$ cat src/rtl/uart_hex_rx.sv
// uart_hex_rx: 8N1 UART receiver with an ASCII-hex line parser.
// The parser collects up to four hex digits and commits them as a 16-bit
// word when CR or LF arrives. Any other character raises char_err and
// discards the partial word.
module uart_hex_rx #(
  parameter int unsigned CLK_FREQ = 50_000_000,
  parameter int unsigned BAUD     = 115200
) (
  input  logic        clk,
  input  logic        rst_n,
  input  logic        rx,
  output logic [15:0] data,
  output logic        data_valid,
  output logic        frame_err,
  output logic        char_err,
  output logic        busy
);

  localparam int unsigned CLKS_PER_BIT = CLK_FREQ / BAUD;
  localparam int unsigned HALF_BIT     = CLKS_PER_BIT / 2;
  localparam int unsigned TW           = (CLKS_PER_BIT > 2) ? $clog2(CLKS_PER_BIT) : 1;
  localparam logic [TW-1:0] T_HALF     = TW'(HALF_BIT);
  localparam logic [TW-1:0] T_LAST     = TW'(CLKS_PER_BIT - 1);

  typedef enum logic [1:0] {S_IDLE, S_START, S_DATA, S_STOP} state_t;

  state_t          r_state;
  logic [TW-1:0]   r_timer;
  logic [2:0]      r_bit_idx;
  logic [7:0]      r_byte;
  logic            r_byte_done;
  logic            r_frame_err;
  logic            r_rx_meta;
  logic            r_rx_sync;

  logic [15:0]     r_sr;
  logic [2:0]      r_cnt;
  logic [15:0]     r_data;
  logic            r_data_valid;
  logic            r_char_err;

  logic            w_rx;
  logic [3:0]      w_nibble;
  logic            w_is_hex;
  logic            w_is_term;

  assign w_rx       = r_rx_sync;
  assign data       = r_data;
  assign data_valid = r_data_valid;
  assign frame_err  = r_frame_err;
  assign char_err   = r_char_err;
  assign busy       = (r_state != S_IDLE);

  // Two-flop synchroniser for the asynchronous rx pin (idles high)
  always_ff @(posedge clk or negedge rst_n) begin
    if (!rst_n) begin
      r_rx_meta <= 1'b1;
      r_rx_sync <= 1'b1;
    end else begin
      r_rx_meta <= rx;
      r_rx_sync <= r_rx_meta;
    end
  end

  // Receive FSM: start qualification at half-bit, then one sample per bit period
  always_ff @(posedge clk or negedge rst_n) begin
    if (!rst_n) begin
      r_state     <= S_IDLE;
      r_timer     <= '0;
      r_bit_idx   <= '0;
      r_byte      <= '0;
      r_byte_done <= 1'b0;
      r_frame_err <= 1'b0;
    end else begin
      r_byte_done <= 1'b0;
      r_frame_err <= 1'b0;
      case (r_state)
        S_IDLE: begin
          r_timer <= '0;
          if (!w_rx) r_state <= S_START;
        end
        S_START: begin
          if (r_timer == T_HALF) begin
            r_timer <= '0;
            if (!w_rx) begin
              r_state   <= S_DATA;
              r_bit_idx <= '0;
            end else begin
              r_state <= S_IDLE;
            end
          end else begin
            r_timer <= r_timer + TW'(1);
          end
        end
        S_DATA: begin
          if (r_timer == T_LAST) begin
            r_timer <= '0;
            r_byte  <= {w_rx, r_byte[7:1]};
            if (r_bit_idx == 3'd7) r_state <= S_STOP;
            else                   r_bit_idx <= r_bit_idx + 3'd1;
          end else begin
            r_timer <= r_timer + TW'(1);
          end
        end
        S_STOP: begin
          if (r_timer == T_LAST) begin
            r_timer <= '0;
            r_state <= S_IDLE;
            if (w_rx) r_byte_done <= 1'b1;
            else      r_frame_err <= 1'b1;
          end else begin
            r_timer <= r_timer + TW'(1);
          end
        end
        default: r_state <= S_IDLE;
      endcase
    end
  end

  // Classify the received byte as hex digit, line terminator or other
  always_comb begin
    w_nibble  = '0;
    w_is_hex  = 1'b0;
    w_is_term = (r_byte == 8'h0D) || (r_byte == 8'h0A);
    if (r_byte >= 8'h30 && r_byte <= 8'h39) begin
      w_nibble = r_byte[3:0];
      w_is_hex = 1'b1;
    end else if ((r_byte >= 8'h41 && r_byte <= 8'h46) ||
                 (r_byte >= 8'h61 && r_byte <= 8'h66)) begin
      w_nibble = r_byte[3:0] + 4'd9;
      w_is_hex = 1'b1;
    end
  end

  // Hex parser: shift digits in, commit on terminator, flag anything else
  always_ff @(posedge clk or negedge rst_n) begin
    if (!rst_n) begin
      r_sr         <= '0;
      r_cnt        <= '0;
      r_data       <= '0;
      r_data_valid <= 1'b0;
      r_char_err   <= 1'b0;
    end else begin
      r_data_valid <= 1'b0;
      r_char_err   <= 1'b0;
      if (r_byte_done) begin
        if (w_is_hex) begin
          r_sr <= {r_sr[11:0], w_nibble};
          if (r_cnt != 3'd4) r_cnt <= r_cnt + 3'd1;
        end else if (w_is_term) begin
          if (r_cnt != 3'd0) begin
            r_data       <= r_sr;
            r_data_valid <= 1'b1;
          end
          r_sr  <= '0;
          r_cnt <= '0;
        end else begin
          r_char_err <= 1'b1;
          r_sr       <= '0;
          r_cnt      <= '0;
        end
      end
    end
  end

endmodule
$ cat config.mk
export PLATFORM = sky130hd
export DESIGN_NAME = uart_hex_rx
export DESIGN_NICKNAME = d
export VERILOG_FILES = /design/src/rtl/uart_hex_rx.sv
export SDC_FILE = /design/constraint.sdc
export NUM_CORES = 1
export LEC_CHECK = 0
export ABC_CLOCK_PERIOD_IN_PS = 3400
export CAP_MARGIN = 40
export CORE_MARGIN = 2
export CORE_UTILIZATION = 53
export CTS_BUF_LIST = sky130_fd_sc_hd__clkbuf_16
export DETAILED_ROUTE_END_ITERATION = 8
export HOLD_SLACK_MARGIN = 0.06
export PLACE_DENSITY_LB_ADDON = 0.25
export SLEW_MARGIN = 20
export SYNTH_ARGS = -nofsm -noshare
export SYNTH_HDL_FRONTEND = slang
export SYNTH_SLANG_ARGS = --single-unit
$ cat constraint.sdc
create_clock -name clk -period 3.4 [get_ports clk]
set_clock_uncertainty 0.05 [all_clocks]
set_input_delay 0.68 -clock clk [delete_from_list [all_inputs] [get_ports clk]]
set_output_delay 0.68 -clock clk [all_outputs]
set_load 0.1 [all_outputs]
# Word-level counts from Yosys, hierarchy flattened
# Index checks and enable logic that the tools add are counted.
# classes
n_addsub,4
n_mul,0
div_mod_pow,0
magnitude_cmp,6
eq_ne,17
shifts,0
muxes,35
n_bitwise,1
n_reduce_logical,15
# ops
op,n
$pmux 9 s3,1
$mux 3,6
$mux 9,2
$eq 8x4->1 const B,2
$ge 8x7->1 const B,2
$le 8x7->1 const B,2
$mux 16,1
$mux 1,15
$ne 2x2->1 const B,7
$mux 2,6
$reduce_and 5->1,2
$add 9x1->9 const B,1
$eq 9x8->1 const B,1
$eq 9x9->1 const B,1
$ge 8x6->1 const B,1
$le 8x6->1 const B,1
$mux 4,2
$pmux 2 s4,1
$add 3x1->3 const B,2
$pmux 3 s2,1
$add 4x4->4 const B,1
$eq 2x2->1 const B,2
$reduce_and 2->1,2
$reduce_and 4->1,1
other kinds (11),15
# totals
register_bits,63
latch_bits,0
ram_bits,0
mem_bits_ro,0
out_inout_bits,20
elab_cells,91
memories,0

# Depth between registers and ports, before layout
# Gate-level depths: netlist of run 1.
# depth
depth_word,7
mapped_depth,8
ltp_nobuf,6

# Least setup slack after synthesis of run 1
# Ideal clock, no wire load.
# synth_path
kind,register to register
startpoint,register r_byte[0]
endpoint,register r_cnt[1]
setup_time_ns,0.134
arrival_time_ns,1.850
t_required_ns,3.216
slack_ns,1.366
path_stages_with_launch,9
path_buffers,2
synth_period_minus_slack_ns,2.034
path_cell_list,dfrtp_1 -> inv_1 -> ha_1 -> or3b_1 -> and3_1 -> buf_2 -> nor2_2 -> buf_2 -> o22ai_1
# synth_via
elab_chain_len,7
elab_cells_between_ends,15
classes_between,order compare (6); eq/ne (1); mux (3); reduce/logical (5)
# synth_rtl
item,line_no,text
"start, declared",30,logic [7:0] r_byte;
"start signal, assigned",98,"r_byte <= {w_rx, r_byte[7:1]};"
"$ge 8x7->1, or another cell as far along",128,end else if ((r_byte >= 8'h41 && r_byte <= 8'h46) ||
"$logic_and 1x1->1, on equally long branches","128, 129",
$logic_or 1x1->1,128,
$mux 1,128,
$mux 1 (*),125,if (r_byte >= 8'h30 && r_byte <= 8'h39) begin
$ne 2x1->1 (no line),-,
$reduce_and 2->1 (no line),-,
"end signal, assigned",149,if (r_cnt != 3'd4) r_cnt <= r_cnt + 3'd1;
"end, declared",37,logic [2:0] r_cnt;
# Mark *: on every way between the ends. The rest lies on a longest branch, timed or not.
# A chain may end at the register's enable or synchronous reset.

# Final worst setup path of run 1
# layout_path
startpoint,register r_state[0]
endpoint,output port busy
# layout_via
elab_chain_len,1
# layout_rtl
item,line_no,text
"start, declared",27,state_t r_state;
"start signal, assigned",68,r_state <= S_IDLE;
"start signal, assigned",80,if (!w_rx) r_state <= S_START;
"start signal, assigned",86,r_state <= S_DATA;
$reduce_bool 2->1,52,assign busy = (r_state != S_IDLE);
"end, declared",16,output logic busy
# Every way passes these cells.

==> flow_metrics.tcl, run 1 <==
set metrics [dict create \
    htreeDepth 3 \
    vias 1841 \
    yosys_warnings 0 \
    die_h_um 77.7 \
    rows 26 \
    hold_path_class "primary input to asynchronous set/reset pin" \
    cp_max_fo 10 \
    total_power_mw 1.70 \
    synthDistinctLibCells 48 \
    start_util_pct 55.7 \
    p_leak_nw 1.59 \
    crit_type "flip-flop to output port" \
    drive_gt1_share_pct 25.8 \
    layout_commonest_cell "dfrtp_1" \
    clk_transition_reported_paths_ns 0.05 \
    synthToLayoutAreaGrowth_pct 18.9 \
    max_stage_delay_ns 0.46 \
    final_cells 337 \
    seq_area_frac_synth_pct 54.8 \
    cpMaxStageDelayCell "dfrtp_1" \
    syn-instance-count 236 \
    dieWidth_um 77.7 \
    p_per_area_nw_per_um2 497 \
    end_kind "output port" \
    cts_hold_buf 0 \
    cts_root_buffer "clkbuf_16" \
    fillers 395 \
    cts_setup_buffers 0 \
    diodes 0 \
    core_area_um2 5170 \
    synthArstFlopShare_pct 100 \
    num-nets-final 276 \
    cp_num_buf_inv 2 \
    finalCoreUtilization_pct 66.2 \
    fin_crit_ns 2.48 \
    drt_pre_antenna_iters 4 \
    antenna_found_initial 0 \
    crit_family "buffers and inverters" \
    cts_buffers 9 \
    avgSynthCellArea_um2 12.2 \
    hold_viol 0 \
    synth_ff_type "dfrtp_1" \
    overflow 0 \
    cts_buffer_depth 2 \
    detailed_place_hpwl_mm 3.42 \
    grt_pass1_wl_mm 8.76 \
    clock.fmax_mhz 403 \
    dp_cells 322 \
    grt_pass1_vias 1832 \
    syn_area_um2 2880 \
    setup_ws_ns 0.921 \
    finalSetupTns_ns 0 \
    relSlewSlack_pct 54.9 \
    synth_top_area_share_pct 53.0 \
    worstPathArrival_ns 1.75 \
    rsz0062_at_grt "no" \
    peakVddDrop_uv 292 \
    ys_ff_latch 63 \
    wl_per_cell_um 15.1 \
    pre_cts_slack_ns 1.09 \
    final_cell_mix "dfrtp_1, buf_4, nand2_1" \
    grt_max_degree 25 \
    portBuffers 22 \
    viasPerCell 5.46 \
    synth_area_leaders "dfrtp_1, mux2_2, mux2_4, o2bb2ai_1, ha_1" \
    worstPathRequired_ns 2.67 \
    clk_latency_ns 0.32 \
    path_cells "or2_2 > clkdlybuf4s50_1 > buf_8" \
    maxSlewViolCount 0 \
    synth_top_area_cell "dfrtp_1" \
    pin_count 23 \
    cts_tree "yes" \
    place.gp.congestion 0.800 \
    fin_area_um2 3420 \
    drc 0 \
    cts_resized 0 \
    grt_usage_pct 18.8 \
    hold_slack_ns 0.262 \
    place_area_um2 3120 \
    maxCapViolCount 0 \
    synth-edff-count 0 \
    die-area_um2 6040 \
    synth_nets 249 \
    finalCritPeriodShare_pct 72.9 \
    cts.sinks 63 \
    worst_slew_pin_slew_ns 0.677 \
    start_kind "flip-flop" \
    finalWirelength_mm 5.08 \
    ant_nets 0 \
    outcome "complete, no violations" \
    drt_iter0_markers 148 \
    setup_viol 0 \
]
## per-layer routing
| layer | share of wire (%) | global-route usage [%] | wire (um) | up-vias |
|---|---|---|---|---|
| met5 | 0 | 0 | 0 | - |
| met4 | 1.4 | 7.50 | 73 | 0 |
| met3 | 3.4 | 4.88 | 175 | 9 |
| met2 | 47 | 28.9 | 2390 | 36 |
| met1 | 48 | 25.6 | 2440 | 900 |
| li1 | - | - | - | 896 |
## sequential cells by signal, indices dropped and copies added, names as in the netlist, named ones only
| signal | flops |
|---|---|
| r_rx_sync | 1 |
| r_state | 1 |
| r_byte_done | 1 |
| r_bit_idx | 3 |
| char_err | 1 |
| r_cnt | 3 |
| data | 16 |
| r_timer | 9 |
| frame_err | 1 |
| r_byte | 8 |
| r_sr | 16 |
| data_valid | 1 |
| r_rx_meta | 1 |
## worst register-to-register path: cells and delay by family (launching register included)
family / cells / cell delay, ns
simple gates: 3 / 1.16
flops: 1 / 0.42
compound gates: 1 / 0.21
buf+inv: 1 / 0.10
fa+ha+maj: 1 / 0.22
## Yosys cell counts (all sizes together), types with 3 or more instances
master and n:
a21oi 3, and3 4, buf 6, clkbuf 6
dfrtp 61, ha 10, inv 8, mux2 23
nand2 20, nand3 4, nor2 20, nor3 3
nor4 4, o21ai 5, o2bb2ai 15, xnor2 7
## cell type report
type | instances | area (um2) | area share (%)
clock buffer | 9 | 225 | 6.58
clock inverter | 6 | 77.6 | 2.27
inverter | 8 | 30.0 | 0.877
multi-input combinational | 153 | 1190 | 34.9
sequential | 63 | 1580 | 46.1
tap | 70 | 87.6 | 2.56
timing repair buffer | 28 | 230 | 6.73
## power breakdown
| part | internal (mW) | total (mW) | switching [mW] | leakage [nW] |
|---|---|---|---|---|
| Clock | 0.628 | 0.931 | 0.302 | 0.154 |
| Combinational | 0.00345 | 0.0184 | 0.0150 | 0.573 |
| Sequential | 0.753 | 0.754 | 0.000875 | 0.859 |
| Total | 1.38 | 1.70 | 0.318 | 1.59 |
## worst paths after layout
check	cells after the start	startpoint	slack (ns)	endpoint
min in group clk	0	r_rx_meta	0.31	r_rx_sync
max in group asynchronous	2	rst_n	2.30	r_rx_sync
max	3	r_state[0]	0.92	busy
min reg2reg	0	r_rx_meta	0.31	r_rx_sync
min	1	rst_n	0.26	data[10]
max reg2reg	6	r_byte[1]	1.08	r_cnt[0]
## cell families (layout without fill, tap and decap cells)
group           count (synthesis)  count (layout)  share of synthesized area, %
simple gates                   70              70                          12.8
flops                          63              63                          54.8
compound gates                 39              39                          10.7
mux                            25              25                          10.9
buf+inv                        20              51                          3.69
fa+ha+maj                      10              10                          4.35
xor+xnor                        9               9                          2.74
(Power assumes the default switching activity.)
==> run 2: changes to the inputs <==
ABC_CLOCK_PERIOD_IN_PS = 2600   (was 3400)
clock period = 2.6 ns   (was 3.4 ns; I/O delays follow)
==> flow_metrics.tcl, run 2 (same netlist as run 1, synthesis figures left out) <==
set metrics [dict create \
    final_cell_mix "dfrtp_1, buf_4, nand2_1" \
    relSlewSlack_pct 70.5 \
    num-nets-final 277 \
    clk_latency_ns 0.32 \
    maxSlewViolCount 0 \
    overflow 0 \
    htreeDepth 3 \
    worstRegToRegCells 7 \
    ant_nets 0 \
    grt_usage_pct 18.9 \
    detailed_place_hpwl_mm 3.41 \
    cts_resized 0 \
    viasPerCell 5.40 \
    drc 0 \
    fin_crit_ns 2.11 \
    route.met3.wl_um 177 \
    r2r_end "r_cnt[0]" \
    regToRegSetupSlack_ns 0.49 \
    outcome "complete, no violations" \
    worst_slew_pin_slew_ns 0.438 \
    antenna_found_initial 0 \
    pre_cts_slack_ns 0.507 \
    drive_gt1_share_pct 26.0 \
    p_leak_nw 1.59 \
    setup_viol 0 \
    cts_buffers 9 \
    worstPathArrival_ns 2.25 \
    layout_commonest_cell "dfrtp_1" \
    dieWidth_um 77.7 \
    finalCritPeriodShare_pct 81.3 \
    worstPathRequired_ns 2.73 \
    peakVddDrop_uv 391 \
    cts.sinks 63 \
    top_layer "met4" \
    drt_pre_antenna_iters 4 \
    dr_wl_met2_mm 2.47 \
    total_power_mw 2.21 \
    p_per_area_nw_per_um2 646 \
    end_kind "flip-flop" \
    finalWirelength_mm 4.95 \
    synthToLayoutAreaGrowth_pct 18.9 \
    wl_per_cell_um 14.6 \
    core_area_um2 5170 \
    rsz0062_at_grt "no" \
    die_h_um 77.7 \
    die-area_um2 6040 \
    clk_transition_reported_paths_ns 0.05 \
    cts_hold_buf 0 \
    pin_count 23 \
    drt_iter0_markers 75 \
    cts_root_buffer "clkbuf_16" \
    hold_path_class "primary input to asynchronous set/reset pin" \
    clock.fmax_mhz 473 \
    place.gp.congestion 0.805 \
    diodes 0 \
    cts_setup_buffers 0 \
    setup_ws_ns 0.486 \
    vias 1830 \
    grt_max_degree 24 \
    r2r_start "r_byte[0]" \
    cts_buffer_depth 2 \
    rows 26 \
    wl_met1_mm 2.22 \
    start_util_pct 55.7 \
    grt_pass1_wl_mm 8.68 \
    cts_tree "yes" \
    start_kind "flip-flop" \
    maxCapViolCount 0 \
    crit_type "flip-flop to flip-flop" \
    finalSetupTns_ns 0 \
    portBuffers 22 \
    hold_viol 0 \
    grt_pass1_vias 1860 \
    cp_max_fo 14 \
]
==> run 2: changes by cell type in the layout (fill, tap and decap cells not counted), sizes merged <==
cell	before	now
buf	25	28
clkdlybuf4s50	3	1
clkinv	3	4
==> run 2: critical path, stage by stage (launching register included) <==
cell and delay, ns:
dfrtp_1 0.39, inv_1 0.11, ha_1 0.25, or3b_1 0.39
and3_1 0.30, nor2_2 0.15, buf_4 0.20, o221ai_1 0.14
==> run 2: report_power, final <==
| group | switching [mW] | leakage (nW) | internal, mW | total (mW) |
|---|---|---|---|---|
| clock | 0.383 | 0.151 | 0.820 | 1.20 |
| combinational | 0.0189 | 0.577 | 0.00451 | 0.0235 |
| sequential | 0.00143 | 0.859 | 0.985 | 0.987 |
| total | 0.404 | 1.59 | 1.81 | 2.21 |
==> run 2: how the worst max path moves through the flow <==
stage                         start        to  cells past startpoint  slack (ns)
after floorplan           r_byte[0]  r_cnt[1]                      8        0.57
after CTS                 r_byte[0]  r_cnt[0]                      7        0.48
final                     r_byte[0]  r_cnt[0]                      7        0.49
after global routing      r_byte[1]  r_cnt[0]                      7        0.34
after global placement    r_byte[0]  r_cnt[0]                      7        0.51
after detailed placement  r_byte[0]  r_cnt[0]                      7        0.51
==> run 2: cell type report <==
class                      count  area (um2)
fill                         388        1750
tap                           70        87.6
sequential                    63        1580
clock buffer                   9         225
clock inverter                 7        78.8
timing repair buffer          29         230
inverter                       8        30.0
multi-input combinational    153        1190
==> run 2: metal layers <==
metal,global-route usage (%),vias up
met5,0,-
met4,8.57,0
met3,6.05,7
met2,30.4,35
met1,23.1,892
li1,-,896
==> run 2: per-stage QoR <==
stage               area, um2  hold slack [ns]  util, %  std cells
finish                   3420           0.0835     66.2        339
global route             3420            0.110     66.2        339
CTS                      3420           0.0879     66.2        339
detailed placement       3120            0.298     60.3        323
global placement         3120            0.296     60.3        323
floorplan                2880            0.174        -        236
